**src/rtl/julia_iter_ctrl.sv**
```systemverilog
// julia_iter_ctrl: per-pixel Julia-set iteration sequencer.
// Hands z and c to an external calculator and waits for its result.
// It then counts iterations and stops on escape or after MAX_ITER iterations.
// The finished pixel is presented on a valid/ready output.
// Optional feature: define JL_ITER_STATS_EN to add the stat_iter_total and
// stat_pixels statistics outputs.
// JL_MUL is the fixed-point scale and normally comes from def.h.

`ifndef JL_MUL
`define JL_MUL 500
`endif

module julia_iter_ctrl #(
  parameter int unsigned        MAX_ITER   = 255,
  parameter int unsigned        ITER_W     = 8,
  parameter logic signed [31:0] ESC_THRESH = 32'(4 * `JL_MUL * `JL_MUL)
) (
  input  logic                clk,
  input  logic                rst_n,
  input  logic                in_valid,
  output logic                in_ready,
  input  logic signed [31:0]  in_x0,
  input  logic signed [31:0]  in_y0,
  input  logic signed [31:0]  in_cr,
  input  logic signed [31:0]  in_ci,
  output logic                calc_en,
  output logic signed [31:0]  calc_x,
  output logic signed [31:0]  calc_y,
  output logic signed [31:0]  calc_cr,
  output logic signed [31:0]  calc_ci,
  input  logic                calc_done,
  input  logic signed [31:0]  calc_xn,
  input  logic signed [31:0]  calc_yn,
  input  logic signed [31:0]  calc_mag2,
  output logic                out_valid,
  input  logic                out_ready,
  output logic [ITER_W-1:0]   out_iter,
  output logic                out_escaped
`ifdef JL_ITER_STATS_EN
  ,
  output logic [31:0]         stat_iter_total,
  output logic [31:0]         stat_pixels
`endif
);

  typedef enum logic [2:0] {
    S_IDLE,
    S_ISSUE,
    S_EVAL,
    S_REARM,
    S_OUT
  } state_t;

  localparam logic [ITER_W-1:0] MAX_ITER_W = ITER_W'(MAX_ITER);

  state_t               state;
  state_t               state_n;

  logic signed [31:0]   zx;
  logic signed [31:0]   zy;
  logic signed [31:0]   cr;
  logic signed [31:0]   ci;
  logic signed [31:0]   xn_q;
  logic signed [31:0]   yn_q;
  logic signed [31:0]   mag2_q;
  logic [ITER_W-1:0]    iter;
  logic [ITER_W-1:0]    iter_inc;
  logic                 escape;
  logic                 last_iter;

  // A negative mag2 means the calculator overflowed, so it also counts as an escape.
  always_comb begin
    iter_inc  = iter + ITER_W'(1);
    escape    = (mag2_q > ESC_THRESH) || mag2_q[31];
    last_iter = (iter_inc == MAX_ITER_W);
  end

  assign calc_x  = zx;
  assign calc_y  = zy;
  assign calc_cr = cr;
  assign calc_ci = ci;

  // State register
  always_ff @(posedge clk or negedge rst_n) begin
    if (!rst_n) state <= S_IDLE;
    else        state <= state_n;
  end

  // Next-state logic. When escape and the iteration limit hit on the same
  // iteration, the escape is reported.
  always_comb begin
    state_n = state;
    unique case (state)
      S_IDLE:  if (in_valid) state_n = S_ISSUE;
      S_ISSUE: if (calc_done) state_n = S_EVAL;
      S_EVAL:  state_n = (escape || last_iter) ? S_OUT : S_REARM;
      S_REARM: state_n = S_ISSUE;
      S_OUT:   if (out_ready) state_n = S_IDLE;
      default: state_n = S_IDLE;
    endcase
  end

  // Handshake and enable outputs, decoded from the current state
  always_comb begin
    in_ready  = 1'b0;
    calc_en   = 1'b0;
    out_valid = 1'b0;
    unique case (state)
      S_IDLE:  in_ready  = 1'b1;
      S_ISSUE: calc_en   = 1'b1;
      S_OUT:   out_valid = 1'b1;
      default: ;
    endcase
  end

  // Datapath: job capture, calculator result capture, iteration bookkeeping.
  // Calculator results are captured only in ISSUE, so calc_done in any other
  // state has no effect.
  always_ff @(posedge clk or negedge rst_n) begin
    if (!rst_n) begin
      zx          <= '0;
      zy          <= '0;
      cr          <= '0;
      ci          <= '0;
      xn_q        <= '0;
      yn_q        <= '0;
      mag2_q      <= '0;
      iter        <= '0;
      out_iter    <= '0;
      out_escaped <= 1'b0;
    end else begin
      unique case (state)
        S_IDLE: begin
          if (in_valid) begin
            zx   <= in_x0;
            zy   <= in_y0;
            cr   <= in_cr;
            ci   <= in_ci;
            iter <= '0;
          end
        end
        S_ISSUE: begin
          if (calc_done) begin
            xn_q   <= calc_xn;
            yn_q   <= calc_yn;
            mag2_q <= calc_mag2;
          end
        end
        S_EVAL: begin
          iter <= iter_inc;
          if (escape || last_iter) begin
            out_iter    <= iter_inc;
            out_escaped <= escape;
          end else begin
            zx <= xn_q;
            zy <= yn_q;
          end
        end
        default: ;
      endcase
    end
  end

`ifdef JL_ITER_STATS_EN
  // Statistics: one count per evaluated iteration and one per delivered pixel
  always_ff @(posedge clk or negedge rst_n) begin
    if (!rst_n) begin
      stat_iter_total <= '0;
      stat_pixels     <= '0;
    end else begin
      if (state == S_EVAL)
        stat_iter_total <= stat_iter_total + 32'd1;
      if (state == S_OUT && out_ready)
        stat_pixels <= stat_pixels + 32'd1;
    end
  end
`endif

endmodule

```
**config.mk**
```make
export PLATFORM = sky130hd
export DESIGN_NAME = julia_iter_ctrl
export DESIGN_NICKNAME = d
export VERILOG_FILES = /design/src/rtl/julia_iter_ctrl.sv
export SDC_FILE = /design/constraint.sdc
export NUM_CORES = 1
export LEC_CHECK = 0
export CORE_UTILIZATION = 48
export DETAILED_ROUTE_END_ITERATION = 16
export GPL_TIMING_DRIVEN = 0
export PLACE_DENSITY_LB_ADDON = 0.05
export SLEW_MARGIN = 15
export SYNTH_ARGS = -nofsm -noshare
export SYNTH_HDL_FRONTEND = slang
export SYNTH_SLANG_ARGS = --single-unit
```
**constraint.sdc**
```tcl
create_clock -name clk -period 3.5 [get_ports clk]
set_input_delay 0.7 -clock clk [delete_from_list [all_inputs] [get_ports clk]]
set_output_delay 0.7 -clock clk [all_outputs]
set_load 0.01 [all_outputs]
```
; ---- After elaboration in Yosys (flattened, before gate mapping)
; Index checks and enable logic that the tools add are counted.
; W data, S select, Z words.
[totals]
regBits = 244
in_bits = 229
output_inout_bits = 140
word_cells = 48
[op_classes]
addsub = 1
n_lt_le_gt_ge = 1
n_eq_ne = 9
n_mux = 16
reduce_logical = 10
[ops]
columns = operator, n
row1 = $mux W32, 4
row2 = $pmux W32 S2, 2
row3 = $gt A32 B21 Y1 const B, 1
row4 = $pmux W8 S2, 1
row5 = $pmux W3 S5, 1
row6 = $mux W3, 4
row7 = $add A8 B1 Y8 const B, 1
row8 = $eq A8 B8 Y1 const B, 1
row9 = $mux W8, 1
row10 = $ne A2 B2 Y1 const B, 4
row11 = $reduce_and A2 Y1, 4
row12 = $eq A3 B2 Y1 const B, 2
row13 = $reduce_and A3 Y1, 2
row14 = $eq A3 B1 Y1 const B, 1
row15 = $eq A3 B3 Y1 const B, 1
row16 = $logic_not A3 Y1, 1
row17 = $mux W1, 3
row18 = $logic_or A1 B1 Y1, 2
row19 = $reduce_bool A2 Y1, 1

; ---- Depth between registers and ports, before layout
; Gate-level depths: netlist (run 1).
[logic_depth]
depth_word = 5
ltp_mapped = 10
depth_no_buf = 7

; ---- Worst setup path before layout (run 1)
; Ideal clock, no wire load.
[synth_timing]
kind = reg2reg
startpoint = register iter[0]
endpoint = register out_iter[0]
setup_time_ns = 0.125
arrival_time_ns = 2.246
required_ns = 3.375
path_slack_ns = 1.129
stages_incl_launch_ff = 8
path_buffers = 1
period_less_slack_ns = 2.371
cell_sequence = dfrtp_1 ha_1 buf_2 or4_1 nand4_2 a31oi_1 nor2_2 mux2_2
[synth_via]
elab_chain_len = 4
[synth_lines]
columns = item, line_no
row1 = from (decl), 66  ; logic [ITER_W-1:0] iter;
row2 = from (signal assigned), 150  ; iter <= iter_inc;
row3 = $add A8 B1 Y8 (*), 73  ; iter_inc = iter + ITER_W'(1);
row4 = $eq A8 B8 Y1, 75  ; last_iter = (iter_inc == MAX_ITER_W);
row5 = $logic_or A1 B1 Y1, 151  ; if (escape || last_iter) begin
row6 = $reduce_and A2 Y1 (no line), -
row7 = to (signal assigned), 152  ; out_iter <= iter_inc;
row8 = to (decl), 37  ; output logic [ITER_W-1:0] out_iter,
; Every way passes the cells marked *; elsewhere a longest branch is shown, timed or not.
; A chain may end at the register's enable or synchronous reset.

; ---- Worst setup path after layout (run 1)
[layout_timing]
startpoint = register iter[0]
endpoint = register out_iter[2]
; Same word-level chain as after synthesis.

==> results of run 1 <==
[cells in the final DEF, fill, tap and decap left out, types with 4 or more instances in the layout]
| cell type | netlist | routed |
|---|---|---|
| nand3_1 | 6 | 6 |
| inv_1 | 5 | 5 |
| nor3_1 | 5 | 5 |
| nand4_1 | 5 | 5 |
| a22o_1 | 64 | 64 |
| nor2_1 | 8 | 8 |
| xnor2_1 | 4 | 4 |
| clkbuf_8 | 0 | 4 |
| a21oi_1 | 5 | 5 |
| buf_2 | 18 | 18 |
| diode_2 | 0 | 7 |
| buf_6 | 7 | 7 |
| dfrtp_1 | 244 | 244 |
| clkbuf_16 | 0 | 27 |
| a21o_1 | 66 | 66 |
| o21ai_0 | 9 | 9 |
| clkinv_2 | 0 | 7 |
| a2bb2oi_1 | 4 | 4 |
| clkbuf_1 | 17 | 21 |
| clkdlybuf4s50_1 | 0 | 367 |
| nand2_1 | 9 | 9 |
| mux2_2 | 163 | 163 |
[worst paths after layout]
path / end / cells past startpoint
max reg2reg: out_iter[2] / 7
min reg2reg: calc_y[0] / 1
max in group asynchronous: out_iter[0] / 2
min in group clk: calc_y[0] / 1
max: out_iter[2] / 7
min: calc_ci[24] / 1
[power by group]
| group | internal, mW | total (mW) | switching (mW) |
|---|---|---|---|
| Clock | 1.71 | 2.80 | 1.09 |
| Combinational | 3.07 | 4.97 | 1.90 |
| Sequential | 4.21 | 4.94 | 0.735 |
[metrics by stage]
step	TNS [ps]	total power, mW
after floorplan	0	7.45
after global placement	-2152650	9.85
after detailed placement	0	10.0
after CTS	0	12.9
after global routing	0	13.4
final	0	12.7
[area by class of cell]
class	instances	area [sq um]
Antenna cell	7	17.5
Buffer	44	248
Clock buffer	35	746
Clock inverter	12	140
Fill cell	1414	5330
Inverter	6	22.5
Multi-Input combinational cell	391	3550
Sequential cell	244	6110
Tap cell	270	338
Timing Repair Buffer	370	3740
[worst max-delay path, stage by stage (launching register included)]
cell	delay, ps
dfrtp_1	460
ha_1	260
buf_2	180
or4_1	550
nand4_2	170
a31oi_1	130
nor2_2	410
mux2_2	390
[flip-flops by register name, summed over array words and instances (netlist names)]
register and cells:
calc_cr 32, iter 8, out_iter 8, yn_q 32, state 3, mag2_q 32, xn_q 32, calc_x 32
calc_ci 32, out_escaped 1, calc_y 32
[kinds of logic (layout without fill, tap and decap cells)]
logic type | Yosys count | count (layout) | synth area share
multiplexers | 164 | 164 | 0.186
adder cells (fa/ha/maj) | 2 | 2 | 0.00252
AND/OR/NAND/NOR | 58 | 58 | 0.0351
other | 0 | 7 | 0
buffers and inverters | 50 | 467 | 0.0272
flip-flops | 244 | 244 | 0.615
AO/OA/AOI/OAI | 160 | 160 | 0.128
XOR/XNOR | 7 | 7 | 0.00618
[layer usage]
| layer | vias to the layer above | part of all wire | GRT usage | wire [microns] |
|---|---|---|---|---|
| met4 | 0 | 0.042 | 0.128 | 1120 |
| met3 | 65 | 0.073 | 0.0718 | 1970 |
| met5 | - | 0 | 0 | 0 |
| li1 | 3328 | - | - | - |
| met2 | 240 | 0.50 | 0.424 | 13300 |
| met1 | 3509 | 0.39 | 0.300 | 10400 |
==> metrics, run 1 <==
run status completed; number of buffers inserted for hold repair after clock tree synthesis 0; row count 52; worst hold slack 97.0 ps; effective utilization at floorplan 0.490; DPL Wire Length 20000 microns; worst relative slew slack 0.426; Final Instance Area 14900 sq um; Net count, final 1314; Placed Cells 1325; area of the die 21300 sq um; Final GP Congestion 0.799; total DRC errors in the routed layout 0; data arrival at the endpoint of the critical path 3060 ps; peak clock frequency supported by timing 375 MHz; setup slack of the worst register-to-register path 830 ps; Via Count 7142; combined global-route utilization of all metal layers 0.254; Via density 5.18; fraction of final layout cells sized beyond drive strength 1 0.221; post-synthesis cell count 685; number of H-tree branching levels 1; P_leak 6.54 nW; hold violation count in the final report 0; antenna violations before repair 7; EDFF count, synth 0; proportion of netlist area held by the largest area contributor 0.615; width of the die 146 microns; drt wl/cell 19.4 microns; number of port buffers 368; Post-Route Utilization 0.737; placeable core area 20200 sq um; TritonCTS clock tree done; number of max-cap violations 0; Layout Cells excl Fill 1379; CTS Root Cell clkbuf_16; Max Root-Sink Buffers 3; GRT overflow 0; unrepaired setup endpoints after global routing no; final critical delay including setup and external delays 2670 ps; worst slack after detailed placement 262 ps; most common cell in the netlist dfrtp_1; Pwr Density 853 nW/um^2; Setup Crit Path Kind flip-flop to flip-flop; DRT Pass-1 Iters 4; commonest cells in the netlist 244 x dfrtp_1, 163 x mux2_2, 66 x a21o_1; number of DRC violations after detailed-routing iteration 0 324; routed wire length 26800 microns; total of endpoints with negative setup slack in the final report 0; Period Utilization, post-route 0.762; max-slew violations 0; leading post-synthesis cells by cell area dfrtp_1 62%, mux2_2 18%, a22o_1 5.6%; clock sink count 244; first-pass GRT wire length 41700 microns; top_reg_cell synth dfrtp_1; crit path capture type flip-flop; proportion of register bits with asynchronous set or reset after synthesis 1.00; startpoint of the worst register-to-register path iter[0]; sequential-to-total area share from yosys stat 0.615; Yosys Warn Count 0; worst ir drop on vdd 0.458 mV; skew final 9.25 ps; largest net degree at the start of global routing 100; layout overhead on the synthesized area 50.2%; kind of start point of the critical path flip-flop; Die Ht 146 microns; flip-flop and latch count after synthesis 244; CTS buffer count 26; crit path max fanout 10; top cell type by total area after synthesis dfrtp_1; nets in the synthesized netlist 916; worst min path class primary input to asynchronous set/reset pin; number of resized instances in the post-cts repair step 0; DRT antenna net count 0; Post-Syn Area 9920 sq um; top-level I/O count 369; slew at the pin closest to its max-slew limit 855 ps; Post-Place Cell Area 14000 sq um; insertion delay to the later sink of the worst-skew pair 520 ps; CTS clock-pin slew for the worst setup and hold paths 60 ps; Crit. Startpoint iter[0]; worst-case setup margin in the final layout 834 ps; number of global-route vias before repair 7373; post-synth cell types 47; required time worst endpoint 3900 ps; post-CTS setup buffers 0; Mean Syn Cell Area 14.5 sq um
Power figures use the tool's default switching activity.
==> run 2, diff against run 1 <==
--- a/config.mk
+++ b/config.mk
@@ -5,7 +5,7 @@
 export SDC_FILE = /design/constraint.sdc
 export NUM_CORES = 1
 export LEC_CHECK = 0
-export CORE_UTILIZATION = 48
+export CORE_UTILIZATION = 45
 export DETAILED_ROUTE_END_ITERATION = 16
 export GPL_TIMING_DRIVEN = 0
 export PLACE_DENSITY_LB_ADDON = 0.05
==> constraint.sdc (replaced) <==
create_clock -name clk -period 2.5 [get_ports clk]
set_input_delay 0.5 -clock clk [delete_from_list [all_inputs] [get_ports clk]]
set_output_delay 0.5 -clock clk [all_outputs]
set_load 0.01 [all_outputs]
==> metrics, run 2 (synthesis results as in run 1) <==
run status completed (unchanged); routed wire length 27300 microns (was 26800 microns); cell with the largest stage delay on the worst path or4_4 (was or4_1); data arrival at the endpoint of the critical path 2850 ps (was 3060 ps); Pwr Density 1200 nW/um^2 (was 853 nW/um^2); P_leak 6.65 nW (was 6.54 nW); clock sink count 244 (unchanged); insertion delay to the later sink of the worst-skew pair 520 ps (about the same); commonest cells after routing, fill and taps aside 367 x clkdlybuf4s50_1, 242 x dfrtp_1, 163 x mux2_2 (was 367 x clkdlybuf4s50_1, 244 x dfrtp_1, 163 x mux2_2); largest net degree at the start of global routing 89 (was 100); Via density 5.17 (was 5.18); peak clock frequency supported by timing 410 MHz (was 375 MHz); crit path max fanout 10 (unchanged); Via Count 7213 (was 7142); most used cell along the critical path buf_6; DRT antenna net count 0 (unchanged); slew at the pin closest to its max-slew limit 829 ps (was 855 ps); hold violation count in the final report 0 (unchanged); TritonCTS clock tree done (unchanged); number of global-route vias before repair 7470 (was 7373); number of buffers and inverters on the critical path 3 (was 1); GRT overflow 0 (unchanged); critical path's largest stage delay 550 ps (about the same); width of the die 151 microns (was 146 microns); combined global-route utilization of all metal layers 0.241 (was 0.254); Period Utilization, post-route 0.975 (was 0.762); DPL Wire Length 20100 microns (was 20000 microns); total DRC errors in the routed layout 0 (unchanged); antenna violations before repair 6 (was 7); Sw Ratio 0.293 (about the same); switching power 5.31 mW (was 3.73 mW); top cell family by delay on the critical path simple AND/OR/NAND/NOR gates (unchanged); effective utilization at floorplan 0.465 (was 0.490); number of port buffers 368 (unchanged); overall power 18.1 mW (was 12.7 mW); Layout Cells excl Fill 1396 (was 1379); crit path capture type flip-flop (unchanged); Placed Cells 1330 (was 1325); combinational group share of total power 0.390 (was 0.391); Setup TNS 0 ps (unchanged); number of max-cap violations 0 (unchanged); Post-Place Cell Area 14000 sq um (about the same); sequential cell fraction of total power 0.381 (was 0.389); cells along the critical path ha_1 -> buf_4 -> or4_4 -> nand4_4 -> a311oi_4 -> buf_6 -> buf_6 -> a22o_1 -> a21o_1 (was ha_1 -> buf_2 -> or4_1 -> nand4_2 -> a31oi_1 -> nor2_2 -> mux2_2); DRT Pass-1 Iters 4 (unchanged); first-pass GRT wire length 41400 microns (was 41700 microns); required time worst endpoint 2910 ps (was 3900 ps); final critical delay including setup and external delays 2440 ps (was 2670 ps); top-level I/O count 369 (unchanged); skew final 6.89 ps (was 9.25 ps); drt wl/cell 19.5 microns (was 19.4 microns); Final GP Congestion 0.773 (was 0.799); worst ir drop on vdd 0.702 mV (was 0.458 mV); clock group share of total power 0.229 (was 0.220); area of the die 22700 sq um (was 21300 sq um); number of H-tree branching levels 1 (unchanged); placeable core area 21400 sq um (was 20200 sq um); worst relative slew slack 0.443 (was 0.426); row count 53 (was 52); layout overhead on the synthesized area 52.1% (was 50.2%); CTS Root Cell clkbuf_16 (unchanged); number of DRC violations after detailed-routing iteration 0 219 (was 324); kind of start point of the critical path flip-flop (unchanged); Net count, final 1325 (was 1314); unrepaired setup endpoints after global routing no (unchanged); internal power 12.8 mW (was 8.99 mW); total of endpoints with negative setup slack in the final report 0 (unchanged); commonest non-fill, non-tap cell in the layout clkdlybuf4s50_1 (unchanged); Die Ht 151 microns (was 146 microns); CTS clock-pin slew for the worst setup and hold paths 60 ps (about the same); Final Instance Area 15100 sq um (was 14900 sq um); worst min path class flip-flop to flip-flop (was primary input to asynchronous set/reset pin); fraction of final layout cells sized beyond drive strength 1 0.237 (was 0.221); CTS buffer count 27 (was 26); max-slew violations 0 (unchanged); Max Root-Sink Buffers 3 (unchanged); Setup Crit Path Kind flip-flop to flip-flop (unchanged)
## run 2: cell types whose count changed in the layout (fill, tap and decap cells not counted), sizes merged
| cell | before | now |
|---|---|---|
| buf | 30 | 39 |
| clkinv | 7 | 11 |
| clkinvlp | 2 | 0 |
| bufinv | 3 | 4 |
| clkbuf | 52 | 51 |
| dlygate4sd3 | 0 | 1 |
## run 2: metrics by stage
stage	hold WS [ps]	setup slack (ps)	utilization
global placement	457	-9720	0.653
CTS	477	1.54	0.705
floorplan	204	129	-
global route	482	6.25	0.706
finish	472	62.9	0.707
detailed placement	464	-508	0.656
## run 2: per-layer routing
layer  wire [microns]  global-route usage  share of wire  vias up
li1                 -                   -              -     3362
met1            10200               0.273           0.37     3551
met2            13900               0.421           0.51      246
met3             2270              0.0700          0.083       52
met4              894               0.102          0.033        2
met5               13                   0        0.00048        -
## run 2: what timing repair did
item                                    CTS  global route
pin swaps                                 2             0
hold endpoints to repair                 72             0
endpoints found under the setup margin  132            69
hold buffers                              1             0
resized for setup                         7             3
buffers inserted                          7             2
## run 2: layout make-up
cell class / instances / area, sq um
Multi-Input combinational cell: 391 / 3560
Antenna cell: 7 / 17.5
Timing Repair Buffer: 380 / 3830
Buffer: 44 / 254
Tap cell: 275 / 344
Sequential cell: 244 / 6110
Inverter: 6 / 22.5
Fill cell: 1572 / 6260
Clock buffer: 34 / 762
Clock inverter: 15 / 183
## run 2: final timing paths
path / start / to / slack [ps] / cells after the start
max: iter[0] / calc_x[5] / 60 / 9
min: calc_y[0] / calc_y[0] / 470 / 1
max reg2reg: iter[0] / calc_x[5] / 60 / 9
min reg2reg: calc_y[0] / calc_y[0] / 470 / 1
max in group asynchronous: rst_n / calc_y[27] / 760 / 4
min in group asynchronous: rst_n / out_iter[0] / 530 / 2
## run 2: power by group through the flow
stage	logic, mW	clock network (mW)	registers [mW]
global placement	6.92	0	6.91
floorplan	3.11	0	7.32
CTS	7.16	4.25	6.92
detailed placement	7.05	0	6.99
global route	7.63	4.38	7.17
finish	7.08	4.15	6.91
==> run 3, diff against run 2 <==
--- a/config.mk
+++ b/config.mk
@@ -5,7 +5,9 @@
 export SDC_FILE = /design/constraint.sdc
 export NUM_CORES = 1
 export LEC_CHECK = 0
-export CORE_UTILIZATION = 45
+export CELL_PAD_IN_SITES_DETAIL_PLACEMENT = 1
+export CELL_PAD_IN_SITES_GLOBAL_PLACEMENT = 1
+export CORE_UTILIZATION = 35
 export DETAILED_ROUTE_END_ITERATION = 16
 export GPL_TIMING_DRIVEN = 0
 export PLACE_DENSITY_LB_ADDON = 0.05
==> metrics, run 3 (synthesis results as in run 1) <==
run status completed (unchanged); CTS clock-pin slew for the worst setup and hold paths 60 ps (about the same); max-slew violations 0 (unchanged); area of the die 29000 sq um (was 22700 sq um); Via density 4.85 (was 5.17); largest net degree at the start of global routing 78 (was 89); DPL Wire Length 22600 microns (was 20100 microns); number of port buffers 368 (unchanged); layout overhead on the synthesized area 54.1% (was 52.1%); number of buffers and inverters on the critical path 3 (unchanged); CTS Root Cell clkbuf_16 (unchanged); crit path capture type flip-flop (unchanged); number of max-cap violations 0 (unchanged); Placed Cells 1434 (was 1330); peak clock frequency supported by timing 419 MHz (was 410 MHz); Via Count 7272 (was 7213); Layout Cells excl Fill 1500 (was 1396); cell with the largest stage delay on the worst path or4_4 (unchanged); top-level I/O count 369 (unchanged); drt wl/cell 20.5 microns (was 19.5 microns); overall power 18.3 mW (was 18.1 mW); Period Utilization, post-route 0.955 (was 0.975); number of DRC violations after detailed-routing iteration 0 243 (was 219); final critical delay including setup and external delays 2390 ps (was 2440 ps); Setup Crit Path Kind flip-flop to flip-flop (unchanged); Pwr Density 1200 nW/um^2 (about the same); combined global-route utilization of all metal layers 0.212 (was 0.241); skew final 8.07 ps (was 6.89 ps); worst min path class flip-flop to flip-flop (unchanged); total of endpoints with negative setup slack in the final report 0 (unchanged); worst hold slack 474 ps (was 472 ps); fillcell total 2775 (was 1572); unrepaired setup endpoints after global routing no (unchanged); worst slack after detailed placement -650 ps (was -508 ps); Net count, final 1329 (was 1325); crit path max fanout 10 (unchanged); Final GP Congestion 0.728 (was 0.773); antenna violations before repair 4 (was 6); worst relative slew slack 0.370 (was 0.443); width of the die 170 microns (was 151 microns); fraction of final layout cells sized beyond drive strength 1 0.244 (was 0.237); DRT Pass-1 Iters 4 (unchanged); cells along the critical path ha_1 -> buf_6 -> or4_4 -> nand4_4 -> a311oi_4 -> buf_6 -> buf_6 -> a22o_1 -> a21o_1 (was ha_1 -> buf_4 -> or4_4 -> nand4_4 -> a311oi_4 -> buf_6 -> buf_6 -> a22o_1 -> a21o_1); worst-case setup margin in the final layout 113 ps (was 62.9 ps); insertion delay to the later sink of the worst-skew pair 530 ps (was 520 ps); first-pass GRT wire length 46700 microns (was 41400 microns); effective utilization at floorplan 0.356 (was 0.465); Die Ht 170 microns (was 151 microns); worst ir drop on vdd 0.576 mV (was 0.702 mV); Post-Route Utilization 0.549 (was 0.707); data arrival at the endpoint of the critical path 2800 ps (was 2850 ps); kind of start point of the critical path flip-flop (unchanged); commonest non-fill, non-tap cell in the layout clkdlybuf4s50_1 (unchanged); required time worst endpoint 2910 ps (about the same); routed wire length 30700 microns (was 27300 microns); most used cell along the critical path buf_6 (unchanged); commonest cells after routing, fill and taps aside 367 x clkdlybuf4s50_1, 242 x dfrtp_1, 163 x mux2_2 (unchanged); hold violation count in the final report 0 (unchanged); Max Root-Sink Buffers 3 (unchanged); top cell family by delay on the critical path simple AND/OR/NAND/NOR gates (unchanged); row count 61 (was 53); clock sink count 244 (unchanged); number of H-tree branching levels 1 (unchanged); TritonCTS clock tree done (unchanged); critical path's largest stage delay 550 ps (about the same); GRT overflow 0 (unchanged); number of global-route vias before repair 7714 (was 7470); DRT antenna net count 0 (unchanged); P_leak 6.70 nW (was 6.65 nW); CTS buffer count 29 (was 27); placeable core area 27900 sq um (was 21400 sq um); slew at the pin closest to its max-slew limit 938 ps (was 829 ps); total DRC errors in the routed layout 0 (unchanged)
==> run 3: layout make-up <==
type	instances	area, sq um	area share
Inverter	6	22.5	0.00147
Multi-Input combinational cell	391	3570	0.234
Buffer	44	277	0.0181
Sequential cell	244	6110	0.399
Tap cell	378	473	0.0309
Antenna cell	5	12.5	0.000818
Clock buffer	47	943	0.0617
Timing Repair Buffer	382	3870	0.253
Clock inverter	3	15.0	0.000982
==> run 3: timing repair <==
item,4_1_cts,5_1_grt
setup endpoints to repair,157,102
setup buffers,8,1
resized for setup,7,26
cloned,1,0
pin swaps,4,2
hold buffers,1,0
endpoints found under the hold margin,45,0
==> run 3: power by group <==
| group | total, mW | switching (mW) | leakage, nW | internal, mW |
|---|---|---|---|---|
| clock | 4.16 | 1.62 | 0.481 | 2.54 |
| sequential | 6.94 | 1.04 | 2.93 | 5.89 |
| combinational | 7.19 | 2.79 | 3.29 | 4.40 |
| total | 18.3 | 5.45 | 6.70 | 12.8 |
==> run 3: worst paths after layout <==
kind / endpoint / slack, ps / cells after the start / from
hold reg to reg: calc_y[4] / 470 / 1 / calc_y[4]
hold / removal: calc_y[4] / 470 / 1 / calc_y[4]
setup reg to reg: calc_x[3] / 110 / 9 / iter[0]
min in group asynchronous: calc_ci[28] / 480 / 2 / rst_n
setup / recovery: calc_x[3] / 110 / 9 / iter[0]
max in group asynchronous: calc_y[10] / 1270 / 3 / rst_n
==> run 3: through the flow <==
step           instance area (sq um)  TNS (ps)
5_1_grt                        15300         0
3_3_place_gp                   14100  -2565250
2_1_floorplan                   9920         0
6_report                       15300         0
3_5_place_dp                   14200    -81280
4_1_cts                        15200         0
==> run 3: routing by layer <==
metal  wire length, microns  vias up  GRT usage
met5                      0        -          0
met4                    635        0     0.0611
met3                   2310       42     0.0560
met2                  15700      225      0.375
met1                  12100     3657      0.250
li1                       -     3348          -
==> run 3: worst reg2reg max path, stage by stage (launching register included) <==
cell and delay [ps]:
dfrtp_2 400, ha_1 230, buf_6 150, or4_4 550
nand4_4 100, a311oi_4 150, buf_6 200, buf_6 150
a22o_1 190, a21o_1 150
